$ cat src/rtl/gbar_arbiter_pkg.sv
// Shared widths, bus payload types and helpers for the global barrier arbiter.
package gbar_arbiter_pkg;

    localparam int unsigned GBAR_NB_WIDTH = 4;
    localparam int unsigned GBAR_NC_WIDTH = 5;

    typedef struct packed {
        logic [GBAR_NB_WIDTH-1:0] id;
        logic [GBAR_NC_WIDTH-1:0] size_m1;
        logic [GBAR_NC_WIDTH-1:0] core_id;
    } gbar_req_t;

    typedef struct packed {
        logic [GBAR_NB_WIDTH-1:0] id;
    } gbar_rsp_t;

    // Index following idx in a ring of n entries.
    function automatic int unsigned rr_next(input int unsigned idx, input int unsigned n);
        return (idx + 1 >= n) ? 0 : idx + 1;
    endfunction

endpackage

$ cat src/rtl/VX_gbar_bus_if.sv
// Request/response bus between the arbiter and the global barrier unit.
interface VX_gbar_bus_if;

    logic                        req_valid;
    gbar_arbiter_pkg::gbar_req_t req_data;
    logic                        req_ready;
    logic                        rsp_valid;
    gbar_arbiter_pkg::gbar_rsp_t rsp_data;

    modport master (
        output req_valid, req_data,
        input  req_ready, rsp_valid, rsp_data
    );

    modport slave (
        input  req_valid, req_data,
        output req_ready, rsp_valid, rsp_data
    );

endinterface

$ cat src/rtl/gbar_arbiter_rr.sv
// Round-robin grant with one-hot output; the pointer moves past the winner
// only when the caller reports the grant as taken via advance.
module gbar_rr_arbiter import gbar_arbiter_pkg::*; #(
    parameter  int unsigned NUM_REQS = 4,
    localparam int unsigned IDX_W    = $clog2(NUM_REQS)
) (
    input  logic                clk,
    input  logic                reset,
    input  logic [NUM_REQS-1:0] requests,
    input  logic                advance,
    output logic [NUM_REQS-1:0] grant_onehot,
    output logic [IDX_W-1:0]    grant_index,
    output logic                grant_valid
);

    logic [IDX_W-1:0] ptr_q, ptr_d;

    // NOTE: every output of a combinational block gets a default first, so no path can infer a latch.
    always_comb begin
        int unsigned cand;
        grant_onehot = '0;
        grant_index  = '0;
        grant_valid  = 1'b0;
        cand         = 0;
        for (int unsigned k = 0; k < NUM_REQS; k++) begin
            cand = (32'(ptr_q) + k) % NUM_REQS;
            if (!grant_valid && requests[cand]) begin
                grant_valid        = 1'b1;
                grant_onehot[cand] = 1'b1;
                grant_index        = IDX_W'(cand);
            end
        end

        ptr_d = ptr_q;
        if (advance && grant_valid) begin
            ptr_d = IDX_W'(rr_next(32'(grant_index), NUM_REQS));
        end
    end

    // NOTE: sequential state uses non-blocking assignments so all registers update together at the edge.
    always_ff @(posedge clk) begin
        if (reset) begin
            ptr_q <= '0;
        end else begin
            ptr_q <= ptr_d;
        end
    end

endmodule

$ cat src/rtl/gbar_arbiter.sv
// Global barrier front-end: round-robin request funnel into the barrier unit,
// registered release broadcast, and per-requester single-outstanding tracking.
module gbar_arbiter import gbar_arbiter_pkg::*; #(
    parameter int unsigned NUM_REQS = 4,
    parameter int unsigned NB_WIDTH = GBAR_NB_WIDTH,
    parameter int unsigned NC_WIDTH = GBAR_NC_WIDTH
) (
    input  logic                clk,
    input  logic                reset,
    input  logic [NUM_REQS-1:0] req_valid,
    input  logic [NB_WIDTH-1:0] req_id      [NUM_REQS],
    input  logic [NC_WIDTH-1:0] req_size_m1 [NUM_REQS],
    input  logic [NC_WIDTH-1:0] req_core_id [NUM_REQS],
    output logic [NUM_REQS-1:0] req_ready,
    output logic                rsp_valid,
    output logic [NB_WIDTH-1:0] rsp_id,
    VX_gbar_bus_if.master       gbar_bus_if
);

    localparam int unsigned IDX_W = $clog2(NUM_REQS);

    logic [NUM_REQS-1:0] pending_q, pending_d;
    logic [NB_WIDTH-1:0] pending_id_q [NUM_REQS];
    logic [NB_WIDTH-1:0] pending_id_d [NUM_REQS];
    logic [NUM_REQS-1:0] eligible, grant;
    logic [IDX_W-1:0]    grant_idx;
    logic                grant_valid, accept;
    logic                out_valid_q, out_valid_d;
    gbar_req_t           out_req_q, out_req_d;
    logic                rsp_valid_q;
    logic [NB_WIDTH-1:0] rsp_id_q;

    assign eligible = req_valid & ~pending_q;
    assign accept   = grant_valid && (!out_valid_q || gbar_bus_if.req_ready) && !reset;

    gbar_rr_arbiter #(.NUM_REQS(NUM_REQS)) u_rr (
        .clk          (clk),
        .reset        (reset),
        .requests     (eligible),
        .advance      (accept),
        .grant_onehot (grant),
        .grant_index  (grant_idx),
        .grant_valid  (grant_valid)
    );

    assign req_ready = accept ? grant : '0;

    always_comb begin
        out_valid_d  = out_valid_q;
        out_req_d    = out_req_q;
        pending_d    = pending_q;
        pending_id_d = pending_id_q;

        if (accept) begin
            out_valid_d       = 1'b1;
            out_req_d.id      = req_id[grant_idx];
            out_req_d.size_m1 = req_size_m1[grant_idx];
            out_req_d.core_id = req_core_id[grant_idx];
        end else if (gbar_bus_if.req_ready) begin
            out_valid_d = 1'b0;
        end

        // Set needs !pending and clear needs pending, so the two never collide on one requester.
        for (int unsigned i = 0; i < NUM_REQS; i++) begin
            if (accept && grant[i]) begin
                pending_d[i]    = 1'b1;
                pending_id_d[i] = req_id[i];
            end else if (rsp_valid_q && pending_q[i] && (pending_id_q[i] == rsp_id_q)) begin
                pending_d[i] = 1'b0;
            end
        end
    end

    always_ff @(posedge clk) begin
        if (reset) begin
            pending_q   <= '0;
            out_valid_q <= 1'b0;
            rsp_valid_q <= 1'b0;
            rsp_id_q    <= '0;
        end else begin
            pending_q   <= pending_d;
            out_valid_q <= out_valid_d;
            rsp_valid_q <= gbar_bus_if.rsp_valid;
            rsp_id_q    <= gbar_bus_if.rsp_data.id;
        end
    end

    // NOTE: payload registers carry no reset; they are only observed when their valid bit is set.
    always_ff @(posedge clk) begin
        out_req_q    <= out_req_d;
        pending_id_q <= pending_id_d;
    end

    assign gbar_bus_if.req_valid = out_valid_q;
    assign gbar_bus_if.req_data  = out_req_q;
    assign rsp_valid             = rsp_valid_q;
    assign rsp_id                = rsp_id_q;

endmodule

$ cat src/flat_wrapper.sv
// flat-port wrapper written by rule: the top's interface ports become plain ports
module gbar_arbiter_flat import gbar_arbiter_pkg::*;
#(
    parameter int unsigned NUM_REQS = 4,
    parameter int unsigned NB_WIDTH = GBAR_NB_WIDTH,
    parameter int unsigned NC_WIDTH = GBAR_NC_WIDTH
)
  (clk, reset, req_valid, req_id, req_size_m1, req_core_id, req_ready, rsp_valid, rsp_id, gbar_bus_if_req_valid, gbar_bus_if_req_data, gbar_bus_if_req_ready, gbar_bus_if_rsp_valid, gbar_bus_if_rsp_data);
  VX_gbar_bus_if gbar_bus_if_i ();
  input  logic clk;
  input  logic reset;
  input  logic [NUM_REQS-1:0] req_valid;
  input  logic [NB_WIDTH-1:0] req_id[NUM_REQS];
  input  logic [NC_WIDTH-1:0] req_size_m1[NUM_REQS];
  input  logic [NC_WIDTH-1:0] req_core_id[NUM_REQS];
  output logic [NUM_REQS-1:0] req_ready;
  output logic rsp_valid;
  output logic [NB_WIDTH-1:0] rsp_id;
  output wire logic [$bits(gbar_bus_if_i.req_valid)-1:0] gbar_bus_if_req_valid;
  output wire logic [$bits(gbar_bus_if_i.req_data)-1:0] gbar_bus_if_req_data;
  input wire logic [$bits(gbar_bus_if_i.req_ready)-1:0] gbar_bus_if_req_ready;
  input wire logic [$bits(gbar_bus_if_i.rsp_valid)-1:0] gbar_bus_if_rsp_valid;
  input wire logic [$bits(gbar_bus_if_i.rsp_data)-1:0] gbar_bus_if_rsp_data;
  assign gbar_bus_if_req_valid = gbar_bus_if_i.req_valid;
  assign gbar_bus_if_req_data = gbar_bus_if_i.req_data;
  assign gbar_bus_if_i.req_ready = gbar_bus_if_req_ready;
  assign gbar_bus_if_i.rsp_valid = gbar_bus_if_rsp_valid;
  assign gbar_bus_if_i.rsp_data = gbar_bus_if_rsp_data;
  gbar_arbiter #(.NUM_REQS(NUM_REQS), .NB_WIDTH(NB_WIDTH), .NC_WIDTH(NC_WIDTH)) u_core (.clk(clk), .reset(reset), .req_valid(req_valid), .req_id(req_id), .req_size_m1(req_size_m1), .req_core_id(req_core_id), .req_ready(req_ready), .rsp_valid(rsp_valid), .rsp_id(rsp_id), .gbar_bus_if(gbar_bus_if_i));
endmodule
$ cat config.mk
export PLATFORM = sky130hd
export DESIGN_NAME = gbar_arbiter_flat
export DESIGN_NICKNAME = d
export VERILOG_FILES = /design/src/rtl/gbar_arbiter_pkg.sv /design/src/rtl/VX_gbar_bus_if.sv /design/src/rtl/gbar_arbiter_rr.sv /design/src/rtl/gbar_arbiter.sv /design/src/flat_wrapper.sv
export SDC_FILE = /design/constraint.sdc
export NUM_CORES = 1
export LEC_CHECK = 0
export ABC_AREA = 1
export CAP_MARGIN = 20
export CORE_MARGIN = 2
export CORE_UTILIZATION = 33
export CTS_CLUSTER_DIAMETER = 60
export DETAILED_ROUTE_END_ITERATION = 10
export GPL_ROUTABILITY_DRIVEN = 1
export HOLD_SLACK_MARGIN = 0.15
export SYNTH_ARGS = -nofsm -noshare
export SYNTH_HDL_FRONTEND = slang
export SYNTH_SLANG_ARGS = --single-unit
$ cat constraint.sdc
create_clock -name clk -period 3.7 [get_ports clk]
set_input_delay 0.925 -clock clk [delete_from_list [all_inputs] [get_ports clk]]
set_output_delay 0.925 -clock clk [all_outputs]
set_load 0.005 [all_outputs]
# Yosys cells after proc, flatten, opt, wreduce, memory -nomap -nowiden
# Cells that the tools add are included.
[word_totals]
register_bits = 42
input_bits = 68
output_inout_bits = 24
wordCells = 121
[op_classes]
eq_ne = 4
n_bitwise = 6
n_addsub = 4
order_cmp = 10
mux = 49
reduce_logical = 33
[op_table]
columns = ["operator", "n"]
rows = [
  ["4-bit 2-to-1 mux", 7],
  ["1-bit logical AND", 22],
  ["1-bit 2-to-1 mux", 22],
  ["5-bit binary-select mux with 2-bit select", 2],
  ["5-bit 2-to-1 mux", 4],
  ["4-bit == test", 4],
  ["2-bit by 3-bit less-than comparator with 1-bit output (second input constant)", 4],
  ["4-bit OR", 3],
  ["2-bit 2-to-1 mux", 5],
  ["2-bit nonzero test", 5],
  ["1-bit binary-select mux with 2-bit select", 4],
  ["4-bit binary-select mux with 2-bit select", 1],
  ["1-bit demux with 2-bit select", 4],
  ["2-bit by 1-bit greater-or-equal comparator with 1-bit output (second input constant)", 4],
  ["3-bit greater-or-equal comparator (second input constant)", 2],
  ["1-bit logical NOT", 5],
  ["2-bit adder (second input constant)", 2],
  ["4-bit bitwise AND", 1],
  ["4-bit inverter", 1],
  ["2-bit by 1-bit adder with 3-bit output (second input constant)", 1],
  ["2-bit inverter with 3-bit output", 1],
  ["2-bit by 1-bit adder with 2-bit output (second input constant)", 1],
  ["1-bit logical OR", 1],
]

# Depth between registers and ports, before layout
[logic_depth]
ltp_word = 18
ltp_mapped = 14
mapped_depth_nobuf = 13

# Modules after synthesis
# Synthesis repeated with hierarchy kept, for this count alone.
[unflattened]
cells_unflattened = 317
area_unflattened_um2 = 2517.4
[by_module_without_submodules]
columns = ["module", "cells_per_inst", "n_inst", "seq_area_each_um2", "area_per_inst_um2"]
rows = [
  ["gbar_arbiter", 224, 1, 1101.1, 1944.4],
  ["gbar_rr_arbiter", 93, 1, 40.0, 573.0],
]

# Least setup slack after synthesis
# OpenSTA, ideal clock, no wires.
[synth_path]
path_type = "flip-flop to output port"
from = "reg u_core.u_rr.ptr_q[1]"
to = "out req_ready[0]"
path_buffers = 0
arrival_time_ns = 2.492
path_slack_ns = 0.283
required_ns = 2.775
path_stages_with_launch = 11
path_cell_list = "dfxtp_1 > inv_1 > ha_1 > inv_1 > nand3_1 > nand2_2 > nand3_2 > nor2_2 > nor3_2 > nand2_1 > inv_1"
[synth_between]
elab_chain_len = 15
elab_cells_between_ends = 51
classes_between = "3 x add/sub; 8 x order compare; 25 x mux; 3 x bitwise; 12 x reduce/logical"
[synth_lines]
columns = ["item", "line", "rtl"]
rows = [
  ["start: declaration", "gbar_arbiter_rr.sv:16", "logic [IDX_W-1:0] ptr_q, ptr_d;"],
  ["start signal: assignment", "gbar_arbiter_rr.sv:45", "ptr_q <= ptr_d;"],
  ["branches (longest 11 deep; another with 2-bit by 1-bit adder with 2-bit output)", "--", ""],
  ["1-bit 2-to-1 mux *", "gbar_arbiter_rr.sv:27", "if (!grant_valid && requests[cand]) begin"],
  ["1-bit logical AND * (2 in series)", "gbar_arbiter.sv:34", "assign accept = grant_valid && (!out_valid_q || gbar_bus_if.req_ready) && !reset;"],
  ["via u_core.accept", "gbar_arbiter.sv:27", "logic grant_valid, accept;"],
  ["4-bit 2-to-1 mux *", "gbar_arbiter.sv:46", "assign req_ready = accept ? grant : '0;"],
  ["end: declaration", "flat_wrapper.sv:16", "output logic [NUM_REQS-1:0] req_ready;"],
]
# Mark *: on every way through the listed nets, which the timed path passes. The select of a mux whose other input is x is not followed.

# Final worst setup path
[layout_path]
from = "in req_valid[0]"
to = "reg u_core.pending_q[3]"
[layout_between]
elab_chain_len = 17
elab_cells_between_ends = 31
classes_between = "17 x mux; 4 x bitwise; 10 x reduce/logical"
[layout_lines]
columns = ["item", "line", "rtl"]
rows = [
  ["start: declaration", "flat_wrapper.sv:12", "input logic [NUM_REQS-1:0] req_valid;"],
  ["4-bit bitwise AND *", "gbar_arbiter.sv:33", "assign eligible = req_valid & ~pending_q;"],
  ["1-bit binary-select mux with 2-bit select", "gbar_arbiter_rr.sv:27", ""],
  ["1-bit 2-to-1 mux (implied by the code)", "gbar_arbiter_rr.sv:27", ""],
  ["1-bit 2-to-1 mux", "gbar_arbiter_rr.sv:27", ""],
  ["1-bit logical NOT", "gbar_arbiter_rr.sv:27", ""],
  ["1-bit logical AND", "gbar_arbiter_rr.sv:27", ""],
  ["1-bit 2-to-1 mux", "gbar_arbiter_rr.sv:27", ""],
  ["1-bit logical NOT", "gbar_arbiter_rr.sv:27", ""],
  ["1-bit logical AND", "gbar_arbiter_rr.sv:27", ""],
  ["1-bit 2-to-1 mux", "gbar_arbiter_rr.sv:27", ""],
  ["1-bit logical NOT", "gbar_arbiter_rr.sv:27", ""],
  ["1-bit logical AND", "gbar_arbiter_rr.sv:27", ""],
  ["1-bit 2-to-1 mux", "gbar_arbiter_rr.sv:27", ""],
  ["1-bit logical AND (2 in series)", "gbar_arbiter.sv:34", ""],
  ["1-bit logical AND *", "gbar_arbiter.sv:65", "if (accept && grant[i]) begin"],
  ["1-bit 2-to-1 mux or 2-bit nonzero test (tied branches)", "--", ""],
  ["end signal: assignment", "gbar_arbiter.sv:81", "pending_q <= pending_d;"],
  ["end: declaration", "gbar_arbiter.sv:22", "logic [NUM_REQS-1:0] pending_q, pending_d;"],
]
# Every way passes the cells marked *; elsewhere a longest branch is shown, timed or not. The select of a mux whose other input is x is not followed.
# A chain may end at the register's enable or synchronous reset.

==> results.toml <==
[run_status]
status = "complete, no violations"

[detailed_routing]
wl_per_cell_um = 13.0
routed_wl_um = 8160
drcViolationCount = 0
drt-initial-drc-count = 190
firstDrtPassIters = 4
vias = 2910
drtAntennaViolNets = 0
via_per_inst = 4.65

[clock_network]
clk_pin_slew_ns = 0.08
holdBufCountCts = 0
cts_tree = "yes"
cts_buffers = 5
clk_latency_ns = 0.29
clockBufferDepth = 2
cts_root_buffer = "clkbuf_8"
cts_max_level = 2
cts_sinks = 42

[finish]
fin_nets = 596
final_common_cell = "nand2_1"
seqCellArea_um2 = 1140
fin_util_pct = 53.0
antenna_cells = 0
fillerInstances = 746
multi_input_area_um2 = 1310
syn2layout_area_growth_pct = 57.3
layout-drive-gt1-share_pct = 18.8
final_area_um2 = 4310
mostFrequentLayoutCells = "nand2_1, clkdlybuf4s50_1, inv_1"

[sta]
fin_crit_ns = 3.62
max_freq_mhz = 276
hold_violations = 0
slew_headroom_pct = 62.6
finalCritPeriodShare_pct = 97.9
worst_slew_pin_slew_ns = 0.558
clock_skew_ns = 0.00419
finalSetupViolations = 0
drv_slew = 0

[floorplan]
rows = 33
core_um2 = 8130
die_y_um = 95.2
floorplan.initialDensity_pct = 33.7
dieArea_um2 = 9060
die_w_um = 95.2
io_pins = 92

[logic_synthesis]
ys_dominant_reg_cell = "edfxtp_1"
synth_top_area_share_pct = 32.8
ys_async_sr_fraction_pct = 0
postSynthAreaPerCell_um2 = 7.14
synth_fp_nets = 460
syn_inst = 384
synth_area_leaders = "edfxtp_1, nand2_1, nand3_1"
synth_edf_count = 30
ys_warn_count = 0
syn_area_um2 = 2740
synth_top_area_cell = "edfxtp_1"
synth-seq-cells = 42
ys_seq_area_share_pct = 41.6
ys_types = 26

[worst_setup_path]
startpoint_type = "input pin"
path_max_fanout = 5
path_class = "in2reg"
cp_top_family = "buffers and inverters"
critical_path_depth = 25
cp_slowest_stage_delay_ns = 0.27
cp-end-kind = "register"
cp_num_buf_inv = 16
worstRegToRegCells = 26
arrival_ns = 3.85
cp_common_cell = "buf_4"
slowest_stage = "dlygate4sd2_1"
cp_data_required_time_ns = 3.93

[placed_design]
dp_hpwl_um = 5810
numPortBuffers = 91
place.gp.congestion = 0.902
place_area_um2 = 3870

[global_route]
grt_usage_pct = 17.7
grt-ovfl-total = 0
grt_pass1_wl_um = 12400
grt_pass1_vias = 2613
antenna_found_initial = 0
grt_max_degree = 31

[power]
leakagePower_nw = 2.10
irDropWorstVdd_mv = 0.443
power_density_nw_per_um2 = 778

[job]
maxCapViolCount = 0

[min_path]
min_path_type = "reg2reg"
hold_depth = 2
[stage by stage]
step,power [mW],setup WS (ns),TNS [ns],std cells,hold WS [ns]
2_1_floorplan,2.06,0.283,0,384,0.442
4_1_cts,3.29,0.115,0,625,0.480
5_1_grt,3.66,-0.0393,-0.0393,626,0.497
3_3_place_gp,2.69,-0.105,-0.369,589,0.458
3_5_place_dp,2.71,-0.147,-0.528,589,0.467
6_report,3.36,0.0772,0,626,0.474
[sequential cells by signal, summed over array words and instances (netlist names)]
signal / cells
u_core.pending_id_q: 16
u_core.u_rr.ptr_q: 2
u_core.pending_q: 4
u_core.rsp_valid: 1
u_core.rsp_id: 4
u_core.gbar_bus_if.req_valid: 1
u_core.gbar_bus_if.req_data: 14
[routing by layer]
| metal | GRT usage (%) | part of all wire, % | vias up |
|---|---|---|---|
| met5 | 0 | 0 | - |
| met4 | 5.31 | 1.3 | 0 |
| met3 | 4.27 | 6.9 | 10 |
| met2 | 30.8 | 49 | 99 |
| met1 | 21.6 | 43 | 1323 |
| li1 | - | - | 1478 |
[cell type report]
type                       count  area share (%)
multi-input combinational    242            30.3
timing repair buffer         141            29.9
sequential                    42            26.5
inverter                      88            7.80
tap                          105            3.05
clock buffer                   6            2.18
clock inverter                 2           0.319
[kinds of logic after synthesis]
group / Yosys count / share of synthesized area [%]
xor+xnor: 4 / 1.28
simple gates: 213 / 34.9
buf+inv: 100 / 14.7
fa+ha+maj: 8 / 3.65
flops: 42 / 41.6
compound gates: 17 / 3.83
[worst reg2reg max path, stage by stage (launching register included)]
cell	delay [ns]
dfxtp_1	0.38
inv_4	0.09
ha_2	0.34
inv_1	0.13
nand3_2	0.13
nand2_4	0.13
buf_6	0.12
nand3_4	0.09
nor2_1	0.12
nor2_1	0.06
nand2_1	0.06
nand2_1	0.07
buf_4	0.15
buf_4	0.12
buf_4	0.12
buf_4	0.12
buf_4	0.12
buf_4	0.12
buf_4	0.12
buf_4	0.12
buf_4	0.12
buf_4	0.12
buf_4	0.12
buf_4	0.12
buf_4	0.12
buf_4	0.12
a21oi_1	0.10
[Yosys cell counts, drive strengths merged (2+ instances only)]
cell type,count
a21oi,6
buf,10
clkbuf,2
dfxtp,12
edfxtp,30
ha,8
inv,88
nand2,110
nand3,80
nand4,3
nor2,18
o21ai,3
o22ai,3
o41ai,3
xor2,3
[power breakdown]
group	switching [mW]	internal, mW
Combinational	1.26	0.951
Sequential	0.0576	0.745
Clock	0.166	0.175
[timing repair]
item,in CTS,in global routing
endpoints found under the hold margin,0,0
pin swaps,8,7
setup buffers,28,1
setup endpoints to repair,4,20
resized for setup,29,9
[path summary, 6_finish.rpt]
| check | start | endpoint | slack (ns) |
|---|---|---|---|
| hold / removal | u_core.pending_q[2]$_SDFFE_PP0P_ | u_core.pending_q[2]$_SDFFE_PP0P_ | 0.47 |
| setup reg to reg | u_core.u_rr.ptr_q[0]$_SDFFE_PP0P_ | u_core.pending_q[3]$_SDFFE_PP0P_ | 0.14 |
| hold reg to reg | u_core.pending_q[2]$_SDFFE_PP0P_ | u_core.pending_q[2]$_SDFFE_PP0P_ | 0.47 |
| setup / recovery | req_valid[0] | u_core.pending_q[3]$_SDFFE_PP0P_ | 0.08 |
(Power assumes the default switching activity.)
